===== src/rtl/mips_pkg.sv =====
// Shared types and constants for the MIPS32 fetch stage.
package mips_pkg;

   // Fetch controller states: request issue, response wait, stalled hold and
   // wrong-path drain.
   typedef enum logic [2:0] {
      IDLE = 3'd0,
      REQ  = 3'd1,
      WAIT = 3'd2,
      HOLD = 3'd3,
      DROP = 3'd4
   } fetch_state_t;

   // sll $0,$0,0 encodes as all zeros.
   localparam logic [31:0] NOP_INSTR        = 32'h0000_0000;
   localparam logic [31:0] RESET_PC_DEFAULT = 32'h0000_0000;
   localparam logic [31:0] PC_INC           = 32'd4;

   // Instruction addresses are word aligned; the two low bits are always zero.
   function automatic logic [31:0] align_pc(input logic [31:0] i_addr);
      return i_addr & 32'hFFFF_FFFC;
   endfunction

endpackage : mips_pkg


===== src/rtl/fetch_stage.sv =====
// MIPS32 instruction-fetch stage: owns the PC, issues single-outstanding
// imem reads, bypasses the response straight to decode, buffers it while
// decode stalls and discards wrong-path responses after a redirect.
module fetch_stage
   import mips_pkg::*;
#(
   parameter logic [31:0] RESET_PC  = mips_pkg::RESET_PC_DEFAULT,
   parameter logic [31:0] NOP_INSTR = mips_pkg::NOP_INSTR
) (
   input  logic        clk,
   input  logic        rst,
   input  logic        stall_f,
   input  logic        redirect,
   input  logic [31:0] redirect_pc,
   output logic        imem_req_valid,
   input  logic        imem_req_ready,
   output logic [31:0] imem_addr,
   input  logic        imem_rsp_valid,
   input  logic [31:0] imem_rsp_data,
   output logic [31:0] instr_f,
   output logic [31:0] pc_f,
   output logic [31:0] pc_plus_4_f,
   output logic        fetch_valid,
   output logic        imem_wait
);

   localparam logic [31:0] RESET_PC_ALIGNED = align_pc(RESET_PC);

   fetch_state_t r_state;
   fetch_state_t w_state_nxt;
   logic [31:0]  r_pc;
   logic [31:0]  w_pc_nxt;
   logic [31:0]  r_buf;
   logic [31:0]  w_buf_nxt;

   logic [31:0]  w_pc_inc;
   logic [31:0]  w_redirect_pc;
   logic         w_req_fire;

   assign w_pc_inc      = r_pc + PC_INC;
   assign w_redirect_pc = align_pc(redirect_pc);
   assign w_req_fire    = (r_state == REQ) && imem_req_ready;

   // State, PC and hold-buffer registers with asynchronous reset.
   always_ff @(posedge clk or posedge rst) begin
      if (rst) begin
         r_state <= IDLE;
         r_pc    <= RESET_PC_ALIGNED;
         r_buf   <= NOP_INSTR;
      end else begin
         r_state <= w_state_nxt;
         r_pc    <= w_pc_nxt;
         r_buf   <= w_buf_nxt;
      end
   end

   // Next-state, next-PC and buffer selection; redirect outranks stall and consumption.
   always_comb begin
      w_state_nxt = r_state;
      w_pc_nxt    = r_pc;
      w_buf_nxt   = r_buf;
      case (r_state)
         IDLE: begin
            w_state_nxt = REQ;
            if (redirect) begin
               w_pc_nxt = w_redirect_pc;
            end else begin
               w_pc_nxt = r_pc;
            end
         end
         REQ: begin
            if (redirect) begin
               // An accepted request now fetches the wrong path and must be drained.
               w_pc_nxt    = w_redirect_pc;
               w_state_nxt = w_req_fire ? DROP : REQ;
            end else begin
               w_state_nxt = w_req_fire ? WAIT : REQ;
            end
         end
         WAIT: begin
            if (redirect) begin
               w_pc_nxt    = w_redirect_pc;
               w_state_nxt = imem_rsp_valid ? REQ : DROP;
            end else if (imem_rsp_valid) begin
               if (stall_f) begin
                  w_buf_nxt   = imem_rsp_data;
                  w_state_nxt = HOLD;
               end else begin
                  w_pc_nxt    = w_pc_inc;
                  w_state_nxt = REQ;
               end
            end else begin
               w_state_nxt = WAIT;
            end
         end
         HOLD: begin
            if (redirect) begin
               w_pc_nxt    = w_redirect_pc;
               w_buf_nxt   = NOP_INSTR;
               w_state_nxt = REQ;
            end else if (!stall_f) begin
               w_pc_nxt    = w_pc_inc;
               w_buf_nxt   = NOP_INSTR;
               w_state_nxt = REQ;
            end else begin
               w_state_nxt = HOLD;
            end
         end
         DROP: begin
            if (redirect) begin
               // Newest target wins; if the stale response lands now it is gone
               // and nothing else is outstanding, so fetching can resume.
               w_pc_nxt    = w_redirect_pc;
               w_state_nxt = imem_rsp_valid ? REQ : DROP;
            end else if (imem_rsp_valid) begin
               w_state_nxt = REQ;
            end else begin
               w_state_nxt = DROP;
            end
         end
         default: begin
            w_state_nxt = IDLE;
            w_pc_nxt    = RESET_PC_ALIGNED;
            w_buf_nxt   = NOP_INSTR;
         end
      endcase
   end

   // Output decode from state and response valid; stall_f deliberately not used here.
   always_comb begin
      imem_req_valid = 1'b0;
      fetch_valid    = 1'b0;
      instr_f        = NOP_INSTR;
      case (r_state)
         REQ: begin
            imem_req_valid = 1'b1;
         end
         WAIT: begin
            if (imem_rsp_valid && !redirect) begin
               fetch_valid = 1'b1;
               instr_f     = imem_rsp_data;
            end else begin
               fetch_valid = 1'b0;
               instr_f     = NOP_INSTR;
            end
         end
         HOLD: begin
            if (!redirect) begin
               fetch_valid = 1'b1;
               instr_f     = r_buf;
            end else begin
               fetch_valid = 1'b0;
               instr_f     = NOP_INSTR;
            end
         end
         IDLE, DROP: begin
            imem_req_valid = 1'b0;
         end
         default: begin
            imem_req_valid = 1'b0;
         end
      endcase
   end

   assign imem_addr   = r_pc;
   assign pc_f        = r_pc;
   assign pc_plus_4_f = w_pc_inc;
   assign imem_wait   = !fetch_valid;

endmodule : fetch_stage


===== config.mk =====
export PLATFORM = sky130hd
export DESIGN_NAME = fetch_stage
export DESIGN_NICKNAME = d
export VERILOG_FILES = /design/src/rtl/mips_pkg.sv /design/src/rtl/fetch_stage.sv
export SDC_FILE = /design/constraint.sdc
export NUM_CORES = 1
export LEC_CHECK = 0
export CAP_MARGIN = 5
export CORE_UTILIZATION = 55
export CTS_BUF_LIST = sky130_fd_sc_hd__clkbuf_4
export DETAILED_ROUTE_END_ITERATION = 10
export DONT_BUFFER_PORTS = 1
export GPL_ROUTABILITY_DRIVEN = 1
export PLACE_DENSITY = 0.76
export SETUP_SLACK_MARGIN = 0.5
export SYNTH_ARGS = -nofsm -noshare
export SYNTH_HDL_FRONTEND = slang
export SYNTH_SLANG_ARGS = --single-unit

===== constraint.sdc =====
create_clock -name clk -period 2.7 [get_ports clk]
set_input_delay 0.54 -clock clk [delete_from_list [all_inputs] [get_ports clk]]
set_output_delay 0.54 -clock clk [all_outputs]
set_load 0.01 [all_outputs]

==> impl_metrics.env <==
export IMPL_status="finished with violations"
export IMPL_violations="negative setup slack"
export IMPL_maxSlewViolCount=0
export IMPL_switching_share=0.488
export IMPL_dp_hpwl_um=7610
export IMPL_core_area_um2=7730
export IMPL_holdWs_ps=90.7
export IMPL_initial_utilization=0.566
export IMPL_cpPeakStageDelay_ps=520
export IMPL_synth_edf_count=0
export IMPL_post_drt_wl_per_cell_um=20.4
export IMPL_clockBufferDepth=2
export IMPL_p_int_mw=2.70
export IMPL_gp_congestion=0.784
export IMPL_clkPwrFrac=0.146
export IMPL_switching_power_mw=2.58
export IMPL_first_pass_iters=4
export IMPL_clkSinkCount=65
export IMPL_synth_cell_type_count=52
export IMPL_drt_total_wl_um=13400
export IMPL_crit_type="flip-flop to primary output"
export IMPL_cp_cell_sequence="and4_4 > buf_4 > nand2_1 > or3_4 > xnor2_4"
export IMPL_final_hold_viol_count=0
export IMPL_n_antenna_cell=0
export IMPL_synth_ff_type="dfrtp_1"
export IMPL_insertion_delay_ps=420
export IMPL_worstPathArrival_ps=2220
export IMPL_combPwrFrac=0.486
export IMPL_vdd_drop_max_mv=0.527
export IMPL_syn_area_um2=4370
export IMPL_cts_buffers=9
export IMPL_yosys_area_top_type_share=0.372
export IMPL_layout_common_cells="87 x nand2_1, 63 x buf_4, 51 x dfrtp_1"
export IMPL_drive_gt1_frac=0.378
export IMPL_relSlewSlack=0.516
export IMPL_die_y_um=91.2
export IMPL_critPathCaptureType="primary output"
export IMPL_fin_tns_setup_ps=-187
export IMPL_rsz0062_at_grt="yes"
export IMPL_avgSynthCellArea_um2=8.24
export IMPL_drtIter0Drc=308
export IMPL_drv_cap=0
export IMPL_io_pins=201
export IMPL_htreeDepth=3
export IMPL_area_growth_pct=33.6
export IMPL_root_buffer="clkbuf_4"
export IMPL_grt_start_max_net_pins=40
export IMPL_synthTopCellsByArea="dfrtp_1 37%, nand2_1 7.7%, a22o_1 6.8%"
export IMPL_ctsHoldBuffers=0
export IMPL_cp_start_kind="flip-flop"
export IMPL_postSynth_asyncResetShare=1.00
export IMPL_nNetsFinal=622
export IMPL_drc=0
export IMPL_required_ps=2160
export IMPL_skew_ps=22.4
export IMPL_path_max_fanout=8
export IMPL_final_common_cell="nand2_1"
export IMPL_grtUsageTotal=0.308
export IMPL_vias_per_cell=6.50
export IMPL_ys_seq_area_frac=0.372
export IMPL_post_place_ws_ps=201
export IMPL_cellPowerDensity_nw_per_um2=903
export IMPL_clkSlewWorstSetupHoldPaths_ps=130
export IMPL_timing_fmax_mhz=362
export IMPL_die_area_um2=8310
export IMPL_period_minus_slack_ps=2760
export IMPL_ys_seq_elements=65
export IMPL_hold_path_class="primary input to async pin"
export IMPL_layout_worst_path_cycle_share=1.02
export IMPL_num_vias=4278
export IMPL_num_rows=32
export IMPL_fill_cells=513
export IMPL_yosys_area_top_type="dfrtp_1"
export IMPL_setup_viol=5
export IMPL_tritoncts="done"
export IMPL_grt_pass1_vias=4127
export IMPL_yosysWarnings=0
export IMPL_postRouteAntennaNets=0
export IMPL_fin_ws_ps=-59.0
export IMPL_overflow=0
export IMPL_seqPwrFrac=0.368
export IMPL_portBuffers=0
export IMPL_grt_antenna_before_repair=0
export IMPL_chipWidth_um=91.2
export IMPL_slowest_stage="dfrtp_2"
export IMPL_worst_slew_pin_slew_ps=724
export IMPL_leakage_nw=2.73
export IMPL_grt_pass1_wl_um=20200
export IMPL_netlist_instances=531
synth_stat cells (all sizes together), types with 7 or more instances:
master	n
nand2	90
dfrtp	65
nand3	55
buf	45
a22o	34
clkbuf	31
o21ai	27
nor2	24
a21oi	17
xnor2	17
inv	14
nand4	12
xor2	11
nor3	10
a22oi	8
and4	7
o2bb2ai	7
state kept, by name, summed over array words and instances, names as in the netlist:
register	count
imem_addr	30
r_state	3
r_buf	32
metal layers:
metal  track usage  vias up  part of all wire
met2         0.530      242              0.51
met1         0.364     2086              0.38
met5             0        -                 0
li1              -     1916                 -
met3        0.0745       34             0.082
met4         0.138        0             0.028
power by group through the flow:
stage	registers [mW]	logic, mW	clock network, mW
2_1_floorplan	1.82	1.76	0
3_3_place_gp	1.86	1.94	0
3_5_place_dp	1.88	2.00	0
4_1_cts	1.90	2.37	0.772
5_1_grt	1.98	2.75	0.821
6_report	1.94	2.57	0.771
critical path: cells and delay by family (launching register included):
kind,cells,cell delay [ps]
XOR/XNOR,1,200
buffers and inverters,1,130
flip-flops,1,520
AND/OR/NAND/NOR,3,940
path summary, 6_finish.rpt:
path	start	slack, ps	cells past startpoint	to
worst max-delay path	imem_addr[7]	-60	5	pc_plus_4_f[19]
worst min-delay path	rst	90	1	r_buf[22]
worst max register to register	imem_addr[7]	500	7	imem_addr[19]
worst min register to register	r_buf[10]	500	2	r_buf[10]
max in group asynchronous	rst	1980	2	imem_addr[20]
min in group clk	redirect	180	1	r_state[1]
stage by stage:
stage	utilization	cells	power [mW]	area [um2]
5_1_grt	0.756	658	5.55	5840
2_1_floorplan	-	536	3.58	4450
3_5_place_dp	0.569	594	3.87	4400
4_1_cts	0.716	640	5.05	5540
3_3_place_gp	0.569	594	3.80	4400
6_report	0.756	658	5.28	5840
timing repair:
item	CTS	global route
buffers inserted	27	18
cloned	3	0
pin swaps	26	17
gates resized for setup	107	27
setup endpoints to repair	61	61
kinds of logic (layout without fill, tap and decap cells):
group,count (synthesis),in the layout,share of synthesized area
and+or+nand+nor,226,226,0.256
AOI/OAI and AO/OA,120,120,0.198
buffers and inverters,90,110,0.114
DFF,65,65,0.372
xor gates and xnor gates,28,28,0.0561
adders and majority gates,1,1,0.00286
other,1,6,0.000858
layout make-up:
| class | count | area, um2 | share of cell area |
|---|---|---|---|
| well taps | 102 | 128 | 0.0218 |
| repair buffers | 80 | 756 | 0.129 |
| multi-input cells | 381 | 3100 | 0.530 |
| inverters | 14 | 56.3 | 0.00964 |
| clock inverters | 7 | 95.1 | 0.0163 |
| flip-flops and latches | 65 | 1640 | 0.281 |
| clock buffers | 9 | 67.6 | 0.0116 |
Power figures use the tool's default switching activity.
